==> src/rtl/mem_access_if.sv <==
// mem_access_if: byte-wide synchronous RAM port (address, write byte/strobe, busy, read byte)
interface mem_access_if #(parameter int ADDR_W = 17) ();
  logic [ADDR_W-1:0] mem_a;
  logic [7:0] mem_dout;
  logic mem_wr;
  logic mem_busy;
  logic [7:0] mem_din;
  modport master(output mem_a, mem_dout, mem_wr, input mem_busy, mem_din);
  modport slave(input mem_a, mem_dout, mem_wr, output mem_busy, mem_din);
endinterface

==> src/rtl/mem_access.sv <==
// mem_access: RV32I MEM stage, byte-serial loads/stores over a 1-byte RAM port with pipeline stall
// Optional MEM_MISALIGN_TRAP_EN: misaligned H/W accesses pulse misalign_o instead of touching RAM.
module mem_access #(parameter int MEM_ADDR_W = 17) (
  input  logic        clk,
  input  logic        rst,
  input  logic [4:0]  rd_i,
  input  logic        wreg_i,
  input  logic [31:0] wdata_i,
  input  logic [31:0] mem_addr_i,
  input  logic [31:0] store_data_i,
  input  logic        mem_re_i,
  input  logic        mem_we_i,
  input  logic [2:0]  funct3_i,
  mem_access_if.master m,
  output logic [4:0]  rd_o,
  output logic        wreg_o,
  output logic [31:0] wdata_o,
  output logic        stall_req_o,
  output logic        misalign_o
);
  typedef enum logic [1:0] {IDLE, ISSUE, WAIT, DONE} state_t;
  state_t st;
  logic [MEM_ADDR_W-1:0] a;
  logic [31:0] d, ext;
  logic [1:0] sz, k, pidx;
  logic uns, we, pend, req, ok, mis, go, issue, last, unused_hi;
  logic [3:0][7:0] b;
  assign unused_hi = ^mem_addr_i[31:MEM_ADDR_W];
  always_comb begin
    req = mem_re_i | mem_we_i;
    ok = funct3_i[1:0] != 2'b11 && (mem_we_i ? !funct3_i[2] : !(funct3_i[2] && funct3_i[1]));
`ifdef MEM_MISALIGN_TRAP_EN
    mis = (funct3_i[1:0] == 2'b01 && mem_addr_i[0]) || (funct3_i[1:0] == 2'b10 && mem_addr_i[1:0] != 2'b00);
`else
    mis = 1'b0;
`endif
    go = req && ok && !mis;
    issue = st == ISSUE && !m.mem_busy;
    last = k == {sz[1], |sz};
    ext = sz == 2'd0 ? {{24{!uns && b[0][7]}}, b[0]} :
          sz == 2'd1 ? {{16{!uns && b[1][7]}}, b[1], b[0]} : b;
    // everything is forced low while reset is asserted, including the pass-through path
    stall_req_o = rst && (st == IDLE ? go : st != DONE);
    wreg_o = rst && (st == IDLE ? wreg_i && !req : st == DONE && wreg_i && !we);
    rd_o = rst ? rd_i : '0;
    wdata_o = !rst ? '0 : st == DONE ? ext : wdata_i;
    misalign_o = rst && st == IDLE && req && ok && mis;
    m.mem_a = rst && st == ISSUE ? a + MEM_ADDR_W'(k) : '0;
    m.mem_dout = rst && st == ISSUE && we ? d[{k, 3'b000} +: 8] : '0;
    m.mem_wr = rst && issue && we;
  end
  always_ff @(posedge clk or negedge rst)
    if (!rst) begin
      st <= IDLE;
      k <= '0;
      a <= '0;
      d <= '0;
      sz <= '0;
      uns <= 1'b0;
      we <= 1'b0;
      b <= '0;
      pend <= 1'b0;
      pidx <= '0;
    end else begin
      // read data returns one cycle after issue, independent of busy stalls
      pend <= issue && !we;
      pidx <= k;
      if (pend) b[pidx] <= m.mem_din;
      case (st)
        IDLE: if (go) begin
          st <= ISSUE;
          k <= '0;
          a <= mem_addr_i[MEM_ADDR_W-1:0];
          d <= store_data_i;
          sz <= funct3_i[1:0];
          uns <= funct3_i[2];
          we <= mem_we_i;
        end
        ISSUE: if (!m.mem_busy) begin
          k <= k + 2'd1;
          if (last) st <= we ? DONE : WAIT;
        end
        WAIT: st <= DONE;
        default: st <= IDLE;
      endcase
    end
endmodule
==> src/flat_wrapper.sv <==
// flat-port wrapper written by rule: the top's interface ports become plain ports
module mem_access_flat 
#(parameter int MEM_ADDR_W = 17)
  (clk, rst, rd_i, wreg_i, wdata_i, mem_addr_i, store_data_i, mem_re_i, mem_we_i, funct3_i, rd_o, wreg_o, wdata_o, stall_req_o, misalign_o, m_mem_a, m_mem_dout, m_mem_wr, m_mem_busy, m_mem_din);
  mem_access_if m_i ();
  input  logic clk;
  input  logic rst;
  input  logic [4:0] rd_i;
  input  logic wreg_i;
  input  logic [31:0] wdata_i;
  input  logic [31:0] mem_addr_i;
  input  logic [31:0] store_data_i;
  input  logic mem_re_i;
  input  logic mem_we_i;
  input  logic [2:0] funct3_i;
  output logic [4:0] rd_o;
  output logic wreg_o;
  output logic [31:0] wdata_o;
  output logic stall_req_o;
  output logic misalign_o;
  output wire logic [$bits(m_i.mem_a)-1:0] m_mem_a;
  output wire logic [$bits(m_i.mem_dout)-1:0] m_mem_dout;
  output wire logic [$bits(m_i.mem_wr)-1:0] m_mem_wr;
  input wire logic [$bits(m_i.mem_busy)-1:0] m_mem_busy;
  input wire logic [$bits(m_i.mem_din)-1:0] m_mem_din;
  assign m_mem_a = m_i.mem_a;
  assign m_mem_dout = m_i.mem_dout;
  assign m_mem_wr = m_i.mem_wr;
  assign m_i.mem_busy = m_mem_busy;
  assign m_i.mem_din = m_mem_din;
  mem_access #(.MEM_ADDR_W(MEM_ADDR_W)) u_core (.clk(clk), .rst(rst), .rd_i(rd_i), .wreg_i(wreg_i), .wdata_i(wdata_i), .mem_addr_i(mem_addr_i), .store_data_i(store_data_i), .mem_re_i(mem_re_i), .mem_we_i(mem_we_i), .funct3_i(funct3_i), .m(m_i), .rd_o(rd_o), .wreg_o(wreg_o), .wdata_o(wdata_o), .stall_req_o(stall_req_o), .misalign_o(misalign_o));
endmodule
==> config.mk <==
export PLATFORM = sky130hd
export DESIGN_NAME = mem_access_flat
export DESIGN_NICKNAME = d
export VERILOG_FILES = /design/src/rtl/mem_access_if.sv /design/src/rtl/mem_access.sv /design/src/flat_wrapper.sv
export SDC_FILE = /design/constraint.sdc
export NUM_CORES = 1
export LEC_CHECK = 0
export ABC_AREA = 1
export BUFFER_PORTS_ARGS = -buffer_cell sky130_fd_sc_hd__clkbuf_2
export CORE_UTILIZATION = 51
export CTS_CLUSTER_DIAMETER = 100
export DETAILED_ROUTE_END_ITERATION = 8
export GPL_TIMING_DRIVEN = 1
export PLACE_DENSITY_LB_ADDON = 0.2
export SYNTH_ARGS = -nofsm -noshare
export SYNTH_HDL_FRONTEND = slang
export SYNTH_SLANG_ARGS = --single-unit
==> constraint.sdc <==
create_clock -name clk -period 3 [get_ports clk]
set_clock_uncertainty 0.15 [all_clocks]
set_input_delay 0.6 -clock clk [delete_from_list [all_inputs] [get_ports clk]]
set_output_delay 0.6 -clock clk [all_outputs]
set_load 0.01 [all_outputs]
==> impl_metrics.py, run 1 <==
metrics = {
    "global_route": {
        "grt_usage": 0.244,
        "grt_pass1_wl_um": 20000,
        "antenna_found_initial": 0,
        "grt_pass1_vias": 4497,
        "grt.overflow.total": 0,
        "grt_start_max_net_pins": 43,
    },
    "timing": {
        "hold_slack_ps": 157,
        "period_share": 0.944,
        "worst-slew-pin-transition_ps": 676,
        "setup_viol": 0,
        "max-slew-margin-rel": 0.549,
        "rsz0062_at_grt": "false",
        "hold_viol_final": 0,
        "drv_slew": 0,
        "tns_ps": 0,
        "clock.fmax_ghz": 0.353,
        "period_minus_slack_ps": 2830,
    },
    "logic_synthesis": {
        "synth_seq_area_share": 0.442,
        "yosys-top-cells-count": "163 x nand2_1, 92 x dfrtp_1, 87 x nor2_1, 85 x inv_1, 78 x o21ai_0",
        "yosysTopAreaCellShare": 0.442,
        "yosysWarnings": 0,
        "async_reset_ff_frac": 1.00,
        "yosysTopAreaCell": "dfrtp_1",
        "synth-edff-count": 0,
        "synth-seq-cells": 92,
        "netlist_area_sq_um": 5210,
        "synth.area.top_cells": "dfrtp_1 44%, nand2_1 12%, o21ai_0 7.5%, nor2_1 6.3%, inv_1 6.1%",
        "ys.flop_type": "dfrtp_1",
        "avgSynthCellArea_sq_um": 7.36,
        "syn_nets": 834,
        "synth_cells": 708,
        "synth.most_common_cell": "nand2_1",
        "synth_cell_type_count": 36,
    },
    "clocking": {
        "clk_latency_ps": 360,
        "clk_path_buf_depth": 2,
        "clock_sinks": 92,
        "cts_hold_buf": 0,
        "h-tree-depth": 3,
        "cts-root-buf": "clkbuf_8",
        "clkTransAtPathRegs_ps": 90,
        "cts_tree": "done",
        "numCtsBuffers": 9,
    },
    "cells_and_area": {
        "finalNetCount": 991,
        "fin_cells": 1003,
        "final_util": 0.648,
        "fillers": 911,
        "areaGrowthSynthToFinish_pct": 22.1,
        "drive_gt1_frac": 0.266,
        "num_antenna_cells": 0,
    },
    "routing": {
        "drtPass1Iterations": 7,
        "viasPerCell": 5.06,
        "final_antenna_net_count": 0,
        "wire_per_inst_um": 12.6,
        "vias": 5079,
        "dr.first_iter.drc_count": 239,
        "drc": 0,
        "drt-total-wl_um": 12600,
    },
    "run": {
        "maxCapViolations": 0,
    },
    "placement": {
        "dp_hpwl_um": 9360,
        "port_buffers": 167,
        "gp_congestion": 0.915,
        "place_inst": 984,
    },
    "critical_path": {
        "critical_path_class": "reg2out",
        "cp-end-kind": "output pin",
        "path_cells": "ha_2 -> inv_1 -> fa_2 -> inv_1 -> nand2_2 -> inv_2 -> nand2_2 -> nor2_4 -> buf_4 -> nand2_1 -> nand2_1 -> nor2_1 -> buf_2",
        "crit_fanout": 3,
        "arrival_ps": 2080,
        "cp-start-kind": "flip-flop",
        "slowest_delay_ps": 360,
        "critPathSlowestCell": "dfrtp_1",
        "critical_path_required_ps": 2250,
    },
    "die": {
        "die_w_um": 103,
        "ios": 184,
        "initial_core_util": 0.531,
        "rows": 36,
        "die_h_um": 103,
        "dieArea_sq_um": 10600,
        "core_sq_um": 9820,
    },
    "run_status": {
        "status": "finished, final reports clean",
    },
    "pwr": {
        "leakage_nw": 3.47,
        "powerDensity_nw_per_um2": 842,
        "ir_drop_mv": 0.368,
    },
    "min_path": {
        "hold_class": "in2async",
    },
}
## repair_timing
item | CTS | global route
setup buffers | 1 | 2
pin swaps | 1 | 1
resized for setup | 2 | 8
setup endpoints to repair | 3 | 15
## metrics by stage
step | instance area [sq um] | total power, W | setup slack, ps
detailed placement | 6110 | 0.00448 | 383
global placement | 6110 | 0.00439 | 446
CTS | 6330 | 0.00537 | 59.6
global route | 6360 | 0.00584 | 9.47
floorplan | 5210 | 0.00381 | 445
finish | 6360 | 0.00536 | 169
## cell usage in the layout, fill, tap and decap left out, types with 6 or more instances in the layout
| cell | n |
|---|---|
| or2_0 | 8 |
| nand3_1 | 13 |
| nand4_1 | 16 |
| ha_1 | 6 |
| clkbuf_2 | 165 |
| or2_2 | 7 |
| o211ai_1 | 8 |
| o21ai_1 | 30 |
| a21oi_1 | 43 |
| nand2_1 | 160 |
| nor2_1 | 86 |
| clkbuf_8 | 11 |
| dfrtp_1 | 92 |
| inv_1 | 84 |
| a21oi_2 | 10 |
| o21ai_0 | 78 |
| buf_4 | 14 |
## cells by family (layout without fill, tap and decap cells)
logic type               count (synthesis)  after routing  synth area share
AO/OA/AOI/OAI                          174            174             0.183
adder cells (fa/ha/maj)                  8              8            0.0206
buffers and inverters                  123            285            0.0994
AND/OR/NAND/NOR                        305            305             0.247
flip-flops                              92             92             0.442
XOR/XNOR                                 5              5           0.00840
other                                    1              1          0.000719
## report_power, final
group          total (W)  switching, W  internal, W
clock network   0.000869      0.000433     0.000436
registers        0.00219      0.000399      0.00179
logic            0.00230       0.00141     0.000884
## registers in the layout, indices dropped and copies added, names as in the netlist
name and flops:
u_core.we 1, u_core.uns 1, u_core.st 2, u_core.d 32, u_core.b 32, u_core.sz 2, u_core.pend 1, u_core.k 2
u_core.pidx 2, u_core.a 17
## critical path, delay by kind of cell, from the launching register on
| kind | cells | cell delay, ps |
|---|---|---|
| buffers and inverters | 5 | 440 |
| flip-flops | 1 | 360 |
| AND/OR/NAND/NOR | 6 | 380 |
| adder cells (fa/ha/maj) | 2 | 530 |
## path summary, 6_finish.rpt
path	startpoint	to	slack [ps]	cells past startpoint
min reg2reg	u_core.b[17]	u_core.b[17]	340	2
max	u_core.a[0]	m_mem_a[10]	170	13
min	rst	u_core.d[14]	160	2
max in group asynchronous	rst	u_core.a[14]	1790	3
min in group clk	store_data_i[13]	u_core.d[13]	300	3
max reg2reg	u_core.st[0]	u_core.d[5]	890	6
## metal layers
layer  track usage  wire (um)  vias to the layer above
li1              -          -                     2568
met1         0.309       5560                     2316
met2         0.415       6050                      182
met3        0.0637        919                       13
met4        0.0650        112                        0
met5             0          0                        -
## final cells by class
type,count,area (sq um),share of cell area
Clock buffer,12,155,0.0244
Timing Repair Buffer,180,936,0.147
Inverter,89,338,0.0531
Clock inverter,4,55.1,0.00865
Sequential cell,92,2300,0.362
Multi-Input combinational cell,493,2410,0.379
Tap cell,133,166,0.0261
Power figures use the tool's default switching activity.
==> run 2: changes to the inputs <==
Settings changed: CAP_MARGIN from default to 20, CORE_ASPECT_RATIO from default to 0.75.
==> impl_metrics.py, run 2 (synthesized netlist as in run 1, its figures left out) <==
metrics = {
    "run_status": {
        "status": "finished, final reports clean",
    },
    "timing": {
        "drv_slew": 0,
        "worst-slew-pin-transition_ps": 646,
        "period_minus_slack_ps": 2880,
        "hold_viol_final": 0,
        "max-slew-margin-rel": 0.569,
        "tns_ps": 0,
        "clock.fmax_ghz": 0.348,
        "rsz0062_at_grt": "false",
        "period_share": 0.959,
        "setup_viol": 0,
    },
    "critical_path": {
        "startpoint": "u_core.k[0]",
        "critical_path_required_ps": 2250,
        "crit_end": "m_mem_a[14]",
        "reg2reg_to": "u_core.k[0]",
        "reg2regPathDepth": 7,
        "cp-end-kind": "output pin",
        "reg2reg_slack_ps": 740,
        "critical_path_class": "reg2out",
        "crit_fanout": 3,
        "cp-start-kind": "flip-flop",
        "arrival_ps": 2130,
        "r2r_start": "u_core.st[0]",
    },
    "routing": {
        "viasPerCell": 5.16,
        "wire_per_inst_um": 13.6,
        "final_antenna_net_count": 0,
        "vias": 5166,
        "dr.first_iter.drc_count": 399,
        "drtPass1Iterations": 5,
        "drc": 0,
        "drt-total-wl_um": 13600,
    },
    "clocking": {
        "clk_path_buf_depth": 2,
        "clock_sinks": 92,
        "numCtsBuffers": 9,
        "clk_latency_ps": 340,
        "h-tree-depth": 3,
        "clkTransAtPathRegs_ps": 60,
        "cts_tree": "done",
        "cts-root-buf": "clkbuf_16",
    },
    "pwr": {
        "ir_drop_mv": 0.444,
        "powerDensity_nw_per_um2": 908,
        "leakage_nw": 3.54,
    },
    "die": {
        "ios": 184,
        "initial_core_util": 0.533,
        "dieArea_sq_um": 10600,
        "core_sq_um": 9770,
        "rows": 31,
        "die_h_um": 89.6,
        "die_w_um": 119,
    },
    "cells_and_area": {
        "top_regs": "u_core.b: 32 flops, u_core.d: 32 flops, u_core.a: 17 flops",
        "num_antenna_cells": 0,
        "fin_cells": 1002,
        "drive_gt1_frac": 0.266,
        "final_common_cell": "clkbuf_2",
        "finalNetCount": 991,
        "final_cell_mix": "166 x clkbuf_2, 160 x nand2_1, 92 x dfrtp_1",
        "final_util": 0.668,
        "areaGrowthSynthToFinish_pct": 25.3,
        "fin_area_sq_um": 6530,
    },
    "run": {
        "maxCapViolations": 0,
    },
    "placement": {
        "port_buffers": 167,
        "place_inst": 984,
        "dp_hpwl_um": 10000,
        "gp_congestion": 0.917,
        "place_area_sq_um": 6140,
    },
    "global_route": {
        "grt.overflow.total": 0,
        "grtUsageMet3": 0.0517,
        "antenna_found_initial": 0,
        "grt_pass1_wl_um": 21700,
        "use_met2": 0.402,
        "grt_start_max_net_pins": 105,
        "grt_pass1_vias": 4492,
        "busiest_layer": "met2",
        "grt.met1_usage": 0.384,
        "grt_usage": 0.261,
    },
    "min_path": {
        "hold_class": "in2async",
    },
}
==> run 2: cell types whose count changed in the layout (fill, tap and decap cells not counted), sizes merged <==
cell,delta
buf,-2
bufinv,+2
clkinv,-1
clkbuf,-2
dlygate4sd3,+1
inv,+2
==> run 2: power by group <==
group	switching, W	internal, W	leakage [nW]	total, W
clock	0.000497	0.000828	0.170	0.00133
combinational	0.00148	0.000907	2.30	0.00239
sequential	0.000418	0.00180	1.07	0.00221
==> run 2: metrics by stage <==
step / hold slack (ps) / setup WS, ps / power (W)
2_1_floorplan: 154 / 445 / 0.00381
3_3_place_gp: 265 / 432 / 0.00444
3_5_place_dp: 265 / 352 / 0.00456
4_1_cts: 239 / 8.24 / 0.00592
5_1_grt: 240 / 12.5 / 0.00641
6_report: 204 / 123 / 0.00593
==> run 2: how the worst min path moves through the flow <==
| stage | from | to | slack, ps | cells after the start |
|---|---|---|---|---|
| 2_1_floorplan | rst | u_core.a[0] | 150 | 0 |
| 3_3_place_gp | rst | u_core.uns | 260 | 1 |
| 3_5_place_dp | rst | u_core.uns | 270 | 1 |
| 4_1_cts | rst | u_core.a[3] | 240 | 2 |
| 5_1_grt | rst | u_core.a[3] | 240 | 2 |
| 6_report | rst | u_core.a[3] | 200 | 2 |
==> run 2: repair_timing <==
item                                    in CTS  in global routing
hold buffers                                 1                  0
setup buffers                                1                  0
resized for setup                            0                  9
hold endpoints to repair                     1                  0
cloned                                       0                  0
pin swaps                                    1                  0
endpoints found under the setup margin       1                 16
==> run 2: worst max-delay path: stages, from the launching register on <==
cell,delay [ps]
dfrtp_1,370
ha_2,190
inv_1,50
fa_2,360
inv_1,60
nand2_1,70
inv_2,80
nand2_2,80
nor2_2,130
buf_4,120
nand3_1,50
nand2_1,60
nor2_1,50
clkbuf_2,120
==> run 2: area by class of cell <==
type	instances	area, sq um
clock buffer	9	225
clock inverter	7	129
fill	867	3240
inverter	89	338
multi-input combinational	493	2410
sequential	92	2300
tap	132	165
timing repair buffer	180	963
==> run 2: per-layer routing <==
| layer | wire, um | vias up |
|---|---|---|
| met2 | 5840 | 208 |
| met5 | 0 | - |
| li1 | - | 2575 |
| met3 | 1000 | 10 |
| met4 | 104 | 0 |
| met1 | 6690 | 2373 |
